===== src/rtl/jtbubl_rom_arb.sv =====
// Shares one graphics SDRAM ROM slot between two fetch ports (A: object/tile, B: second engine).
// Each port keeps a one-entry result cache so repeated reads of one address skip the SDRAM.
module jtbubl_rom_arb #(
  parameter int AW = 18,
  parameter int DW = 32
) (
  input  logic          clk,
  input  logic          rst,
  input  logic          inv,
  input  logic          a_cs,
  input  logic [AW-1:0] a_addr,
  output logic [DW-1:0] a_data,
  output logic          a_ok,
  input  logic          b_cs,
  input  logic [AW-1:0] b_addr,
  output logic [DW-1:0] b_data,
  output logic          b_ok,
  output logic          rom_cs,
  output logic [AW-1:0] rom_addr,
  input  logic [DW-1:0] rom_data,
  input  logic          rom_ok
);

  typedef enum logic [1:0] {IDLE, SKIP, WAIT} state_t;

  localparam logic PORT_A = 1'b0;
  localparam logic PORT_B = 1'b1;

  state_t        state_q;
  logic          gnt_q;
  logic          last_q;
  logic          gap_q;
  logic          rom_cs_q;
  logic [AW-1:0] rom_addr_q;
  logic          vld_a_q, vld_b_q;
  logic [AW-1:0] cadr_a_q, cadr_b_q;
  logic [DW-1:0] cdat_a_q, cdat_b_q;

  logic          hit_a, hit_b;
  logic          pend_a, pend_b;
  logic          grant_b;
  logic          g_cs;
  logic [AW-1:0] g_addr;
  logic          abort;

  assign hit_a  = vld_a_q && (a_addr == cadr_a_q);
  assign hit_b  = vld_b_q && (b_addr == cadr_b_q);
  assign pend_a = a_cs && !hit_a;
  assign pend_b = b_cs && !hit_b;

  assign a_ok   = a_cs && hit_a;
  assign b_ok   = b_cs && hit_b;
  assign a_data = cdat_a_q;
  assign b_data = cdat_b_q;

  assign rom_cs   = rom_cs_q;
  assign rom_addr = rom_addr_q;

  // B wins only when A is idle or A was the last port served
  assign grant_b = pend_b && (!pend_a || (last_q == PORT_A));

  assign g_cs   = (gnt_q == PORT_B) ? b_cs   : a_cs;
  assign g_addr = (gnt_q == PORT_B) ? b_addr : a_addr;
  assign abort  = !g_cs || (g_addr != rom_addr_q);

  always_ff @(posedge clk or posedge rst) begin
    if (rst) begin
      state_q    <= IDLE;
      gnt_q      <= PORT_A;
      last_q     <= PORT_B;
      gap_q      <= 1'b0;
      rom_cs_q   <= 1'b0;
      rom_addr_q <= '0;
      vld_a_q    <= 1'b0;
      vld_b_q    <= 1'b0;
      cadr_a_q   <= '0;
      cadr_b_q   <= '0;
      cdat_a_q   <= '0;
      cdat_b_q   <= '0;
    end else begin
      gap_q <= 1'b0;
      case (state_q)
        IDLE: begin
          // gap_q keeps rom_cs low for a whole IDLE cycle before the next grant
          if (!gap_q && (pend_a || pend_b)) begin
            gnt_q      <= grant_b ? PORT_B : PORT_A;
            rom_addr_q <= grant_b ? b_addr : a_addr;
            rom_cs_q   <= 1'b1;
            state_q    <= SKIP;
          end
        end
        SKIP: begin
          if (abort) begin
            rom_cs_q <= 1'b0;
            gap_q    <= 1'b1;
            state_q  <= IDLE;
          end else begin
            state_q <= WAIT;
          end
        end
        WAIT: begin
          if (abort) begin
            rom_cs_q <= 1'b0;
            gap_q    <= 1'b1;
            state_q  <= IDLE;
          end else if (rom_ok) begin
            if (gnt_q == PORT_B) begin
              cdat_b_q <= rom_data;
              cadr_b_q <= rom_addr_q;
              vld_b_q  <= 1'b1;
            end else begin
              cdat_a_q <= rom_data;
              cadr_a_q <= rom_addr_q;
              vld_a_q  <= 1'b1;
            end
            rom_cs_q <= 1'b0;
            last_q   <= gnt_q;
            gap_q    <= 1'b1;
            state_q  <= IDLE;
          end
        end
        default: begin
          rom_cs_q <= 1'b0;
          state_q  <= IDLE;
        end
      endcase
      // placed last so an invalidate overrides a fill in the same cycle
      if (inv) begin
        vld_a_q <= 1'b0;
        vld_b_q <= 1'b0;
      end
    end
  end

endmodule

===== config.mk =====
export PLATFORM = sky130hd
export DESIGN_NAME = jtbubl_rom_arb
export DESIGN_NICKNAME = d
export VERILOG_FILES = /design/src/rtl/jtbubl_rom_arb.sv
export SDC_FILE = /design/constraint.sdc
export NUM_CORES = 1
export LEC_CHECK = 0
export CORE_MARGIN = 2
export CORE_UTILIZATION = 45
export CTS_BUF_LIST = sky130_fd_sc_hd__clkbuf_2 sky130_fd_sc_hd__clkbuf_4 sky130_fd_sc_hd__clkbuf_8
export DETAILED_ROUTE_END_ITERATION = 7
export GPL_TIMING_DRIVEN = 0
export HOLD_SLACK_MARGIN = 0.1
export PLACE_DENSITY = 0.78
export SLEW_MARGIN = 20
export SYNTH_ARGS = -nofsm -noshare
export SYNTH_HDL_FRONTEND = slang
export SYNTH_SLANG_ARGS = --single-unit

===== constraint.sdc =====
create_clock -name clk -period 4.63 [get_ports clk]
set_input_delay 1.389 -clock clk [delete_from_list [all_inputs] [get_ports clk]]
set_output_delay 1.389 -clock clk [all_outputs]
set_load 0.05 [all_outputs]

==> results.toml <==
[die]
die_h_um = 118
ioPinCount = 159
die_area_um2 = 14000
start_util_pct = 46.3
die_w_um = 118
fp.coreArea_um2 = 12700
row_count = 41

[yosys]
synth_compound_area_share_pct = 1.97
ys_ff_latch = 126
syn_area_um2 = 5890
syn_inst = 418
synthAdderAreaFrac_pct = 0.637
synth_common_cells = "dfrtp_1 (125), mux2_2 (125), xnor2_1 (28)"
syn_nets = 495
yosys.area_share.simple_pct = 4.16
yosys.area.top_type = "dfrtp_1"
yosys_warnings = 0
postSynthAreaPerCell_um2 = 14.1
synth_edf_count = 0
ys_seq_area_share_pct = 53.5
synth_top_area_share_pct = 53.1
synthTopCellsByArea = "dfrtp_1 (53%), mux2_2 (24%), xnor2_1 (4.2%)"
ys_async_sr_fraction_pct = 100
ys_types = 36
synthFlopType = "dfrtp_1"
synth.area.mux_share_pct = 29.2
synth_top_family_by_area = "multiplexers"
synth-xor-area-share_pct = 7.73

[critical_path]
end_kind = "output pin"
rr_startpoint = "cadr_a_q[0]$_DFFE_PP0P_"
cp.required_ps = 3240
startpoint_type = "input pin"
regToRegSetupSlack_ps = 1370
crit_type = "input pin to output pin"
reg2reg_to = "rom_addr[13]$_DFFE_PP0P_"
critPathCapture = "a_ok"
startpoint = "a_addr[9]"
critPathArrivalTime_ps = 3120
reg2reg_depth = 9
cp_max_fo = 4

[sta]
tightest_slew_ps = 739
finalSetupViolCount = 0
min_period_ps = 4510
fmax_mhz = 222
hold_viol = 0
skew_ps = 11.0
post-route-period-util_pct = 97.4
slew-limit-headroom_pct = 50.7
rsz0062_at_grt = "no"
slew_viol_final = 0

[route]
vias = 4068
dr.pass1.iters = 4
drt_first_iter_violations = 163
routed_wirelength_um = 14600
avgViaCountPerCell = 5.19
antenna_left = 0
wl_per_cell_um = 18.7
drcViolationCount = 0

[run_status]
run_status = "complete, no violations"

[global_route]
antenna_found_initial = 0
grt_pass1_wl_um = 23300
track_usage_pct = 21.5
grt_start_max_net_pins = 35
grt_pass1_vias = 4458
overflow = 0

[finish]
final_core_util_pct = 64.6
diodes = 0
area_growth_pct = 39.3
nets = 676
fillerInstances = 1014
drive_gt1_share_pct = 30.4

[placement]
dp_hpwl_um = 10800
io_buffers = 158
globalplace.congestion = 0.889

[job]
maxCapViolCount = 0

[cts]
numCtsBuffers = 17
cts.clk_slew.worst_paths_ps = 70
clkLatencyLatePin_ps = 440
cts-htree-levels = 4
cts_root_buf = "clkbuf_8"
clock_sinks = 126
tritoncts = "done"
clk_path_buf_depth = 2

[pwr]
power-per-cell-area_nw_per_um2 = 429
totalPowerFinal_mw = 3.52
vdd_drop_max_mv = 0.202
leakage_nw = 3.76

[min_path]
min_path_type = "flop to flop"
[area by class of cell]
type | instances | area [um2] | area share (%)
clock buffers | 22 | 278 | 3.38
clock inverters | 10 | 163 | 1.98
flip-flops and latches | 126 | 3150 | 38.4
repair buffers | 162 | 1640 | 20.0
multi-input cells | 269 | 2590 | 31.6
well taps | 172 | 215 | 2.62
plain buffers | 17 | 144 | 1.75
inverters | 6 | 26.3 | 0.320
[worst max-delay path, stage by stage]
cell             delay (ps)
clkdlybuf4s50_1         490
xor2_1                  190
nor4_2                  320
nand3_1                 130
nor3_2                  200
and2_1                  170
clkbuf_4                230
[metrics by stage]
stage                     hold slack [ps]  instances  setup TNS, ps  area (um2)  worst slack, ps
final                                 492        784              0        8210              121
after global routing                  518        784              0        8210             37.0
after CTS                             501        784              0        8220             18.1
after detailed placement              480        752          -1760        7760             -645
after global placement                469        748          -2330        7690             -646
after floorplan                       474        418              0        5900              642
[sequential cells by signal, summed over array words and instances (netlist names)]
name,flops
a_data,32
b_data,32
cadr_a_q,18
cadr_b_q,18
rom_addr,18
state_q,2
gap_q,1
gnt_q,1
last_q,1
rom_cs,1
vld_a_q,1
vld_b_q,1
[power breakdown]
| group | internal, mW | switching [mW] |
|---|---|---|
| Sequential | 1.20 | 0.135 |
| Combinational | 0.489 | 0.645 |
| Clock | 0.624 | 0.430 |
| Total | 2.31 | 1.21 |
[layout by cell type (no fill, tap or decap), types with 4 or more instances in the layout]
cell type and count:
nor4_1 4, buf_4 6, mux2_2 125, nand4_1 6, xor2_1 24, mux2i_1 21, mux2_1 9, nor3_1 7
xnor2_1 28, nand2_1 4, nor2_1 6, inv_1 5, clkbuf_8 18, buf_6 8, bufinv_16 4, clkdlybuf4s50_1 156
clkbuf_4 5, dfrtp_1 125
[logic make-up (layout without fill, tap and decap cells)]
kind of cell | Yosys count | in the layout
AO/OA/AOI/OAI | 16 | 16
buffers and inverters | 23 | 217
adder cells (fa/ha/maj) | 3 | 3
flip-flops | 126 | 126
XOR/XNOR | 52 | 52
multiplexers | 155 | 155
AND/OR/NAND/NOR | 43 | 43
[routing by layer]
| layer | global-route usage, % | vias up | routed length, um |
|---|---|---|---|
| met2 | 36.0 | 144 | 7320 |
| li1 | - | 1847 | - |
| met3 | 8.06 | 24 | 1080 |
| met4 | 7.89 | 0 | 264 |
| met1 | 25.3 | 2053 | 5960 |
| met5 | 0 | - | 0 |
[worst min-delay path by stage]
stage                                      start                endpoint  slack, ps  cells after the start
after floorplan               last_q$_DFFE_PP1P_      last_q$_DFFE_PP1P_        470                      2
after global placement    b_data[16]$_DFFE_PP0P_  b_data[16]$_DFFE_PP0P_        470                      1
after detailed placement   a_data[3]$_DFFE_PP0P_   a_data[3]$_DFFE_PP0P_        480                      1
after CTS                  a_data[3]$_DFFE_PP0P_   a_data[3]$_DFFE_PP0P_        500                      1
after global routing       a_data[3]$_DFFE_PP0P_   a_data[3]$_DFFE_PP0P_        520                      1
final                      a_data[3]$_DFFE_PP0P_   a_data[3]$_DFFE_PP0P_        490                      1
[what timing repair did]
item | in CTS | in global routing
gates resized for setup | 11 | 3
cloned | 0 | 0
buffers inserted | 0 | 0
pin swaps | 0 | 1
hold buffers | 0 | 0
endpoints found under the setup margin | 2 | 2
Note: power is estimated with default switching activity, not from simulation.
